--- config.mk ---
export PLATFORM = sky130hd
export DESIGN_NAME = hfg_feature_sum_19x19_flat
export DESIGN_NICKNAME = d
export VERILOG_FILES = /design/src/rtl/hfg_feature_sum_19x19_if.sv /design/src/rtl/hfg_feature_sum_19x19.sv /design/src/flat_wrapper.sv
export SDC_FILE = /design/constraint.sdc
export NUM_CORES = 1
export LEC_CHECK = 0
export BUFFER_PORTS_ARGS = -buffer_cell sky130_fd_sc_hd__buf_2
export CORE_UTILIZATION = 52
export CTS_CLUSTER_DIAMETER = 150
export DETAILED_ROUTE_END_ITERATION = 10
export PLACE_DENSITY = 0.7
export SYNTH_ARGS = -nofsm -noshare
export SYNTH_HDL_FRONTEND = slang
export SYNTH_SLANG_ARGS = --single-unit
--- constraint.sdc ---
create_clock -name iClk -period 12.3 [get_ports iClk]
set_clock_uncertainty 0.2 [all_clocks]
set_input_delay 1.23 -clock iClk [delete_from_list [all_inputs] [get_ports iClk]]
set_output_delay 1.23 -clock iClk [all_outputs]
set_load 0.03 [all_outputs]
--- src/rtl/hfg_feature_sum_19x19_if.sv ---
// Handshake bundle between the 19x19 Haar controller, IIBG read data
// and the feature-sum stage that writes the FBR.
interface hfg_feature_sum_19x19_if #(
    parameter int DATA_W = 17,
    parameter int ADDR_W = 7
);
    logic                     iRun;
    logic                     iRdreq;
    logic [DATA_W-1:0]        iData;
    logic [7:0]               iSign;
    logic                     iFull;
    logic                     oReady;
    logic                     oWrreq_FBR;
    logic [ADDR_W-1:0]        oAddr_FBR;
    logic signed [DATA_W+3:0] oData_FBR;
    logic                     oDone;
    logic                     oErr;

    modport master (
        output iRun,
        output iRdreq,
        output iData,
        output iSign,
        output iFull,
        input  oReady,
        input  oWrreq_FBR,
        input  oAddr_FBR,
        input  oData_FBR,
        input  oDone,
        input  oErr
    );

    modport slave (
        input  iRun,
        input  iRdreq,
        input  iData,
        input  iSign,
        input  iFull,
        output oReady,
        output oWrreq_FBR,
        output oAddr_FBR,
        output oData_FBR,
        output oDone,
        output oErr
    );
endinterface

--- src/rtl/hfg_feature_sum_19x19.sv ---
// Collects up to 8 integral-image corners per feature, forms the signed
// corner sum one term per cycle and writes it to the feature result buffer.
module hfg_feature_sum_19x19 #(
    parameter int DATA_W       = 17,
    parameter int RD_LAT       = 2,
    parameter int NUM_FEATURES = 115,
    parameter int ADDR_W       = 7
) (
    input logic                    iClk,
    input logic                    iReset,
    hfg_feature_sum_19x19_if.slave bus
);

    localparam int SUM_W = DATA_W + 4;

    localparam logic [1:0] COLLECT = 2'd0;
    localparam logic [1:0] DRAIN   = 2'd1;
    localparam logic [1:0] SUM     = 2'd2;
    localparam logic [1:0] WRITE   = 2'd3;

    localparam logic [ADDR_W-1:0] LAST_ADDR = ADDR_W'(NUM_FEATURES - 1);

    logic [1:0]              state;
    logic [RD_LAT-1:0]       pipe;
    logic                    dvalid;
    logic [3:0]              cnt;
    logic [DATA_W-1:0]       corner [0:7];
    logic [7:0]              sgn;
    logic [2:0]              idx;
    logic signed [SUM_W-1:0] acc;
    logic signed [SUM_W-1:0] acc_next;
    logic signed [SUM_W-1:0] term;
    logic [ADDR_W-1:0]       addr;

    logic                    clr;
    logic                    busy;
    logic                    accept_rd;
    logic                    store;

    logic                    wr_q;
    logic                    ready_q;
    logic                    done_q;
    logic                    err_q;
    logic [ADDR_W-1:0]       addr_q;
    logic signed [SUM_W-1:0] data_q;

    assign clr       = iReset | ~bus.iRun;
    assign busy      = (state == SUM) || (state == WRITE);
    assign accept_rd = bus.iRdreq & ~busy;
    assign dvalid    = pipe[RD_LAT-1];
    assign store     = dvalid && !busy && (cnt < 4'd8);

    // Corners are zero-extended; terms past the captured count add nothing.
    always_comb begin
        term     = {4'b0000, corner[idx]};
        acc_next = acc;
        if ({1'b0, idx} < cnt) begin
            acc_next = sgn[idx] ? (acc - term) : (acc + term);
        end
    end

    always_ff @(posedge iClk) begin
        if (store) begin
            corner[cnt[2:0]] <= bus.iData;
        end
    end

    always_ff @(posedge iClk) begin
        if (clr) begin
            state   <= COLLECT;
            pipe    <= '0;
            cnt     <= '0;
            sgn     <= '0;
            idx     <= '0;
            acc     <= '0;
            addr    <= '0;
            wr_q    <= 1'b0;
            ready_q <= 1'b0;
            done_q  <= 1'b0;
            err_q   <= 1'b0;
            addr_q  <= '0;
            data_q  <= '0;
        end else begin
            pipe[0] <= accept_rd;
            for (int k = 1; k < RD_LAT; k++) begin
                pipe[k] <= pipe[k-1];
            end

            wr_q    <= 1'b0;
            ready_q <= 1'b0;
            done_q  <= 1'b0;

            if (busy && (bus.iRdreq || bus.iFull)) begin
                err_q <= 1'b1;
            end

            if (dvalid && !busy) begin
                if (cnt == 4'd8) begin
                    err_q <= 1'b1;
                end else begin
                    cnt <= cnt + 4'd1;
                end
            end

            unique case (1'b1)
                state == COLLECT: begin
                    if (bus.iFull) begin
                        sgn   <= bus.iSign;
                        state <= DRAIN;
                    end
                end
                // A request arriving on the exit cycle would lose its data.
                state == DRAIN: begin
                    if (pipe == '0 && !bus.iRdreq) begin
                        acc   <= '0;
                        idx   <= '0;
                        state <= SUM;
                    end
                end
                state == SUM: begin
                    acc <= acc_next;
                    idx <= idx + 3'd1;
                    if (idx == 3'd7) begin
                        state   <= WRITE;
                        wr_q    <= 1'b1;
                        ready_q <= 1'b1;
                        done_q  <= (addr == LAST_ADDR);
                        addr_q  <= addr;
                        data_q  <= acc_next;
                    end
                end
                state == WRITE: begin
                    cnt   <= '0;
                    addr  <= (addr == LAST_ADDR) ? '0 : addr + 1'b1;
                    state <= COLLECT;
                end
                default: begin
                    state <= COLLECT;
                end
            endcase
        end
    end

    assign bus.oReady     = ready_q;
    assign bus.oWrreq_FBR = wr_q;
    assign bus.oAddr_FBR  = addr_q;
    assign bus.oData_FBR  = data_q;
    assign bus.oDone      = done_q;
    assign bus.oErr       = err_q;

endmodule

--- src/flat_wrapper.sv ---
// flat-port wrapper written by rule: the top's interface ports become plain ports
module hfg_feature_sum_19x19_flat 
#(
    parameter int DATA_W       = 17,
    parameter int RD_LAT       = 2,
    parameter int NUM_FEATURES = 115,
    parameter int ADDR_W       = 7
)
  (iClk, iReset, bus_iRun, bus_iRdreq, bus_iData, bus_iSign, bus_iFull, bus_oReady, bus_oWrreq_FBR, bus_oAddr_FBR, bus_oData_FBR, bus_oDone, bus_oErr);
  hfg_feature_sum_19x19_if #(.DATA_W(DATA_W), .ADDR_W(ADDR_W)) bus_i ();
  input logic iClk;
  input logic iReset;
  input wire logic [$bits(bus_i.iRun)-1:0] bus_iRun;
  input wire logic [$bits(bus_i.iRdreq)-1:0] bus_iRdreq;
  input wire logic [$bits(bus_i.iData)-1:0] bus_iData;
  input wire logic [$bits(bus_i.iSign)-1:0] bus_iSign;
  input wire logic [$bits(bus_i.iFull)-1:0] bus_iFull;
  output wire logic [$bits(bus_i.oReady)-1:0] bus_oReady;
  output wire logic [$bits(bus_i.oWrreq_FBR)-1:0] bus_oWrreq_FBR;
  output wire logic [$bits(bus_i.oAddr_FBR)-1:0] bus_oAddr_FBR;
  output wire logic [$bits(bus_i.oData_FBR)-1:0] bus_oData_FBR;
  output wire logic [$bits(bus_i.oDone)-1:0] bus_oDone;
  output wire logic [$bits(bus_i.oErr)-1:0] bus_oErr;
  assign bus_i.iRun = bus_iRun;
  assign bus_i.iRdreq = bus_iRdreq;
  assign bus_i.iData = bus_iData;
  assign bus_i.iSign = bus_iSign;
  assign bus_i.iFull = bus_iFull;
  assign bus_oReady = bus_i.oReady;
  assign bus_oWrreq_FBR = bus_i.oWrreq_FBR;
  assign bus_oAddr_FBR = bus_i.oAddr_FBR;
  assign bus_oData_FBR = bus_i.oData_FBR;
  assign bus_oDone = bus_i.oDone;
  assign bus_oErr = bus_i.oErr;
  hfg_feature_sum_19x19 #(.DATA_W(DATA_W), .RD_LAT(RD_LAT), .NUM_FEATURES(NUM_FEATURES), .ADDR_W(ADDR_W)) u_core (.iClk(iClk), .iReset(iReset), .bus(bus_i));
endmodule
**Word-level counts from Yosys, hierarchy flattened**

Memories as Yosys holds them, arrays and structs flattened. A register that Yosys moved wholly into a read port is not among the register bits.
Cells that the tools add are included.

- $add $sub $neg: 5
- Order comparisons: 3
- Equality and inequality tests: 9
- Multiplexer cells: 21
- Bitwise gates (word level): 7
- Reduce and logical (&&, ||, !) cells: 19

Operator list:

| operator | number |
|---|---|
| $mux W21 | 3 |
| $pmux W21 S2 | 1 |
| $add A21 B18 Y21 | 1 |
| $sub A21 B18 Y21 | 1 |
| $mux W3 | 3 |
| $reduce_and A2 Y1 | 4 |
| $add A7 B1 Y7 const B | 1 |
| $eq A7 B7 Y1 const B | 1 |
| $mux W1 | 7 |
| $mux W7 | 1 |
| $mux W2 | 3 |
| $ne A2 B2 Y1 const B | 3 |
| $pmux W2 S3 | 1 |
| $pmux W3 S2 | 1 |
| $not A1 Y1 | 5 |
| $add A4 B1 Y4 const B | 1 |
| $eq A2 B2 Y1 const B | 2 |
| $eq A4 B4 Y1 const B | 1 |
| $logic_and A1 B1 Y1 | 4 |
| $logic_not A2 Y1 | 2 |
| $lt A3 B4 Y1 | 1 |
| $lt A3 B4 Y1 const B | 1 |
| $lt A4 B4 Y1 const B | 1 |
| $reduce_or A2 Y1 | 2 |
| 11 further kinds | 13 |

- Bits in registers: 78
- RAM bits: 136
- Bits of input ports: 30
- Output and inout bits: 32
- Logic and storage cells: 77
- Memories kept: 1

Memories:

| name | words | bits a word | read ports | clocked after memory_dff | wr ports | RTL line | text |
|---|---|---|---|---|---|---|---|
| u_core.corner | 8 | 17 | 1 | 1 | 1 | hfg_feature_sum_19x19.sv:27 | `logic [DATA_W-1:0] corner [0:7];` |

**Longest topological paths before layout**

- Word-level depth: 7
- Gate-level depth with buffers: 20
- Gate-level depth less buffers: 17

**Worst setup path after synthesis**

OpenSTA, ideal clock, no wires.

- Path type: register -> register
- From: register (tool-made name)
- To: register u_core.acc[18]
- Setup time: 0.117 ns
- Arrival time: 4.466 ns
- Required time: 11.983 ns
- Path slack: 7.517 ns
- Stages on the path, launching flop included: 17
- Path buffers: 3
- Clock period less this slack: 4.783 ns
- Cells stage by stage: dfxtp_1 buf_2 buf_2 buf_2 mux2_2 or4b_1 o21ai_0 xnor2_1 ha_1 a21oi_1 o21ai_0 a221o_1 a31o_2 a31oi_1 o21ai_0 a311o_1 a32o_1

RTL lines:

| element | RTL line | text |
|---|---|---|
| end signal, assigned | hfg_feature_sum_19x19.sv:121 | `acc <= acc_next;` |
| end, declared | hfg_feature_sum_19x19.sv:30 | `logic signed [SUM_W-1:0] acc;` |

==> results.toml <==
[outcome]
status = "complete, no violations"

[die]
num_rows = 50
core_area_sq_mm = 0.0190
die_x_microns = 142
die-area_sq_mm = 0.0201
pin_count = 62
initial_core_util_pct = 53.7
die_h_microns = 142

[sta]
timing.final.ws_setup_ps = 6840
whs_ps = 250
clock.fmax_ghz = 0.183
relSlewSlack_pct = 53.5
period_share_pct = 44.4
rsz0062_at_grt = "no"
hold_viol = 0
setup_tns_ps = 0
fin_crit_ps = 5460
drv_slew = 0
setup_violations = 0
tightestPinTransition_ps = 696

[yosys]
synth-adder-area-share_pct = 4.25
synth_ff_type = "edfxtp_1"
syn_inst = 835
synth_top_family_by_area = "compound AO/OA/AOI/OAI gates"
ys_ff_latch = 217
ys_types = 75
synth_area_sq_mm = 0.0102
synthMuxAreaShare_pct = 10.7
syn_area_per_cell_sq_um = 12.2
synth_nets = 899
synthArstFlopShare_pct = 0
synth_compound_area_share_pct = 11.8
ys_seq_area_share_pct = 56.1
synth_xor_area_share_pct = 2.67
yosysWarnings = 0
synth_edf_count = 136
yosys.area_share.simple_pct = 11.8

[setup_path]
critPathRequiredTime_ps = 12500
worstPathMaxFanout = 39
worstPathArrival_ps = 5670
worstSetupEndpointType = "flop"
cp-start-kind = "flop"
crit_type = "reg -> reg"

[clock_network]
cts_buffers = 23
htree_levels = 1
tritoncts = "yes"
holdBufCountCts = 0
cts_resized = 0
clk_latency_ps = 530
cts.sinks = 217
cts_root_buffer = "clkbuf_16"
cts_max_path_buffers = 3
postCtsSetupBuffers = 0
clk_pin_slew_ps = 60

[global_routing]
grt_pass1_vias = 6511
grt_pass1_wl_microns = 34300
antenna_found_initial = 1
grt_max_degree = 57
grt_overflow_total = 0
grt.total_usage_pct = 22.1

[place]
portBuffers = 61
placed_cells = 1131
gp_congestion = 0.951
dpl_worst_slack_ps = 6900
hpwl_microns = 14200

[detailed_routing]
wl_per_cell_microns = 18.3
viasPerCell = 5.80
ant_nets = 0
wl_microns = 21500
drt_iter0_markers = 497
firstDrtPassIters = 4
drc_errors = 0
vias = 6804

[pwr]
p_leak_nw = 4.01
cellPowerDensity_mw_per_mm2 = 132
power.total_mw = 1.52
peakVddDrop_mv = 0.126

[layout]
finalNonFillerCells = 1173
diodes = 0
seq_area_sq_mm = 0.00571
nets = 960
fill_cells = 1518
drive_above_1_share_pct = 18.4
multiInputGateArea_sq_mm = 0.00420
syn_to_final_growth_pct = 13.1

[min_path]
hp-class = "reg -> reg"

[job]
max_cap_violations = 0
per-stage QoR:
step	util, %	instance area (sq um)
4_1_cts	60.7	11500
6_report	60.7	11500
3_5_place_dp	56.7	10700
3_3_place_gp	56.7	10700
2_1_floorplan	-	10200
5_1_grt	60.7	11500
final cells by class:
cell class                      instances  share of cell area (%)
Sequential cell                       217                    49.6
Multi-Input combinational cell        556                    36.5
Clock buffer                           29                    5.54
Timing Repair Buffer                   77                    3.70
Tap cell                              260                    2.83
Clock inverter                         13                    1.12
Inverter                               21                   0.685
critical path, cell delays in order, from the launching register on:
cell     delay, ps
dfxtp_2        310
buf_4          530
mux4_2         580
mux2i_1        220
inv_1          140
or4b_1         600
o21ai_0        230
xnor2_1         90
ha_1           340
a21oi_1        150
o21ai_0        130
a221o_1        340
a31o_2         250
a31oi_1        310
o21ai_0        240
a311o_1        410
a32o_1         250
metal layers:
layer | vias to the layer above | global-route usage [%] | share of wire, %
li1 | 3283 | - | -
met1 | 3306 | 30.0 | 45
met2 | 176 | 37.1 | 48
met3 | 37 | 3.64 | 5.2
met4 | 2 | 5.60 | 2.0
met5 | - | 0 | 0.060
layout by cell type (no fill, tap or decap), types with 11 or more instances in the layout:
cell type and instances:
nor2_1 85, dfxtp_1 79, o21ai_0 24, nor3_1 15, ha_1 33, xnor2_1 16
buf_2 61, xor2_1 15, a21oi_1 53, nand2_1 75, edfxtp_1 136, mux4_2 29
inv_1 21, nand3_1 20, o211ai_1 11, buf_4 16, mux2i_1 17, clkbuf_16 23
flip-flops by register name, indices dropped and copies added, names as in the netlist, named ones only:
| signal | cells |
|---|---|
| u_core.cnt | 4 |
| u_core.pipe | 2 |
| u_core.bus.oReady | 1 |
| u_core.acc | 21 |
| u_core.state | 2 |
| u_core.addr | 7 |
| u_core.bus.oDone | 1 |
| u_core.bus.oData_FBR | 21 |
| u_core.corner | 136 |
| u_core.sgn | 8 |
| u_core.bus.oAddr_FBR | 7 |
| u_core.bus.oErr | 1 |
| u_core.idx | 3 |
cells in the mapped netlist, types with 8 or more instances:
| cell | n | area [sq um] |
|---|---|---|
| a21o_1 | 8 | 60.1 |
| a21oi_1 | 53 | 265 |
| a22oi_1 | 10 | 75.1 |
| a31oi_1 | 10 | 62.6 |
| clkbuf_1 | 27 | 101 |
| dfxtp_1 | 81 | 1620 |
| edfxtp_1 | 136 | 4080 |
| ha_1 | 33 | 413 |
| inv_1 | 21 | 78.8 |
| mux2i_1 | 17 | 170 |
| mux4_2 | 29 | 653 |
| nand2_1 | 75 | 282 |
| nand3_1 | 20 | 100 |
| nor2_1 | 85 | 319 |
| nor3_1 | 17 | 85.1 |
| o211ai_1 | 11 | 82.6 |
| o21ai_0 | 24 | 120 |
| or3_1 | 8 | 50.1 |
| xnor2_1 | 16 | 140 |
| xor2_1 | 15 | 131 |
kinds of logic (layout without fill, tap and decap cells):
group | count (synthesis) | in the layout
muxes | 59 | 59
and+or+nand+nor | 254 | 254
DFF | 217 | 217
buffers and inverters | 62 | 140
AOI/OAI and AO/OA | 178 | 178
adders and majority gates | 34 | 34
xor gates and xnor gates | 31 | 31
path summary, 6_finish.rpt:
check / cells past startpoint / slack [ps] / start / to
max: 16 / 6840 / flop / u_core.acc[18]$_SDFFE_PP0P_
min: 2 / 250 / u_core.bus.oData_FBR[0]$_SDFFE_PP0P_ / u_core.bus.oData_FBR[0]$_SDFFE_PP0P_
max reg2reg: 16 / 6840 / flop / u_core.acc[18]$_SDFFE_PP0P_
min reg2reg: 2 / 250 / u_core.bus.oData_FBR[0]$_SDFFE_PP0P_ / u_core.bus.oData_FBR[0]$_SDFFE_PP0P_
power by group:
| part | internal [mW] | total, mW | switching (mW) |
|---|---|---|---|
| sequential | 0.774 | 0.775 | 0.00110 |
| clock | 0.411 | 0.689 | 0.279 |
| combinational | 0.0172 | 0.0507 | 0.0334 |
| total | 1.20 | 1.52 | 0.313 |
(Power assumes the default switching activity.)
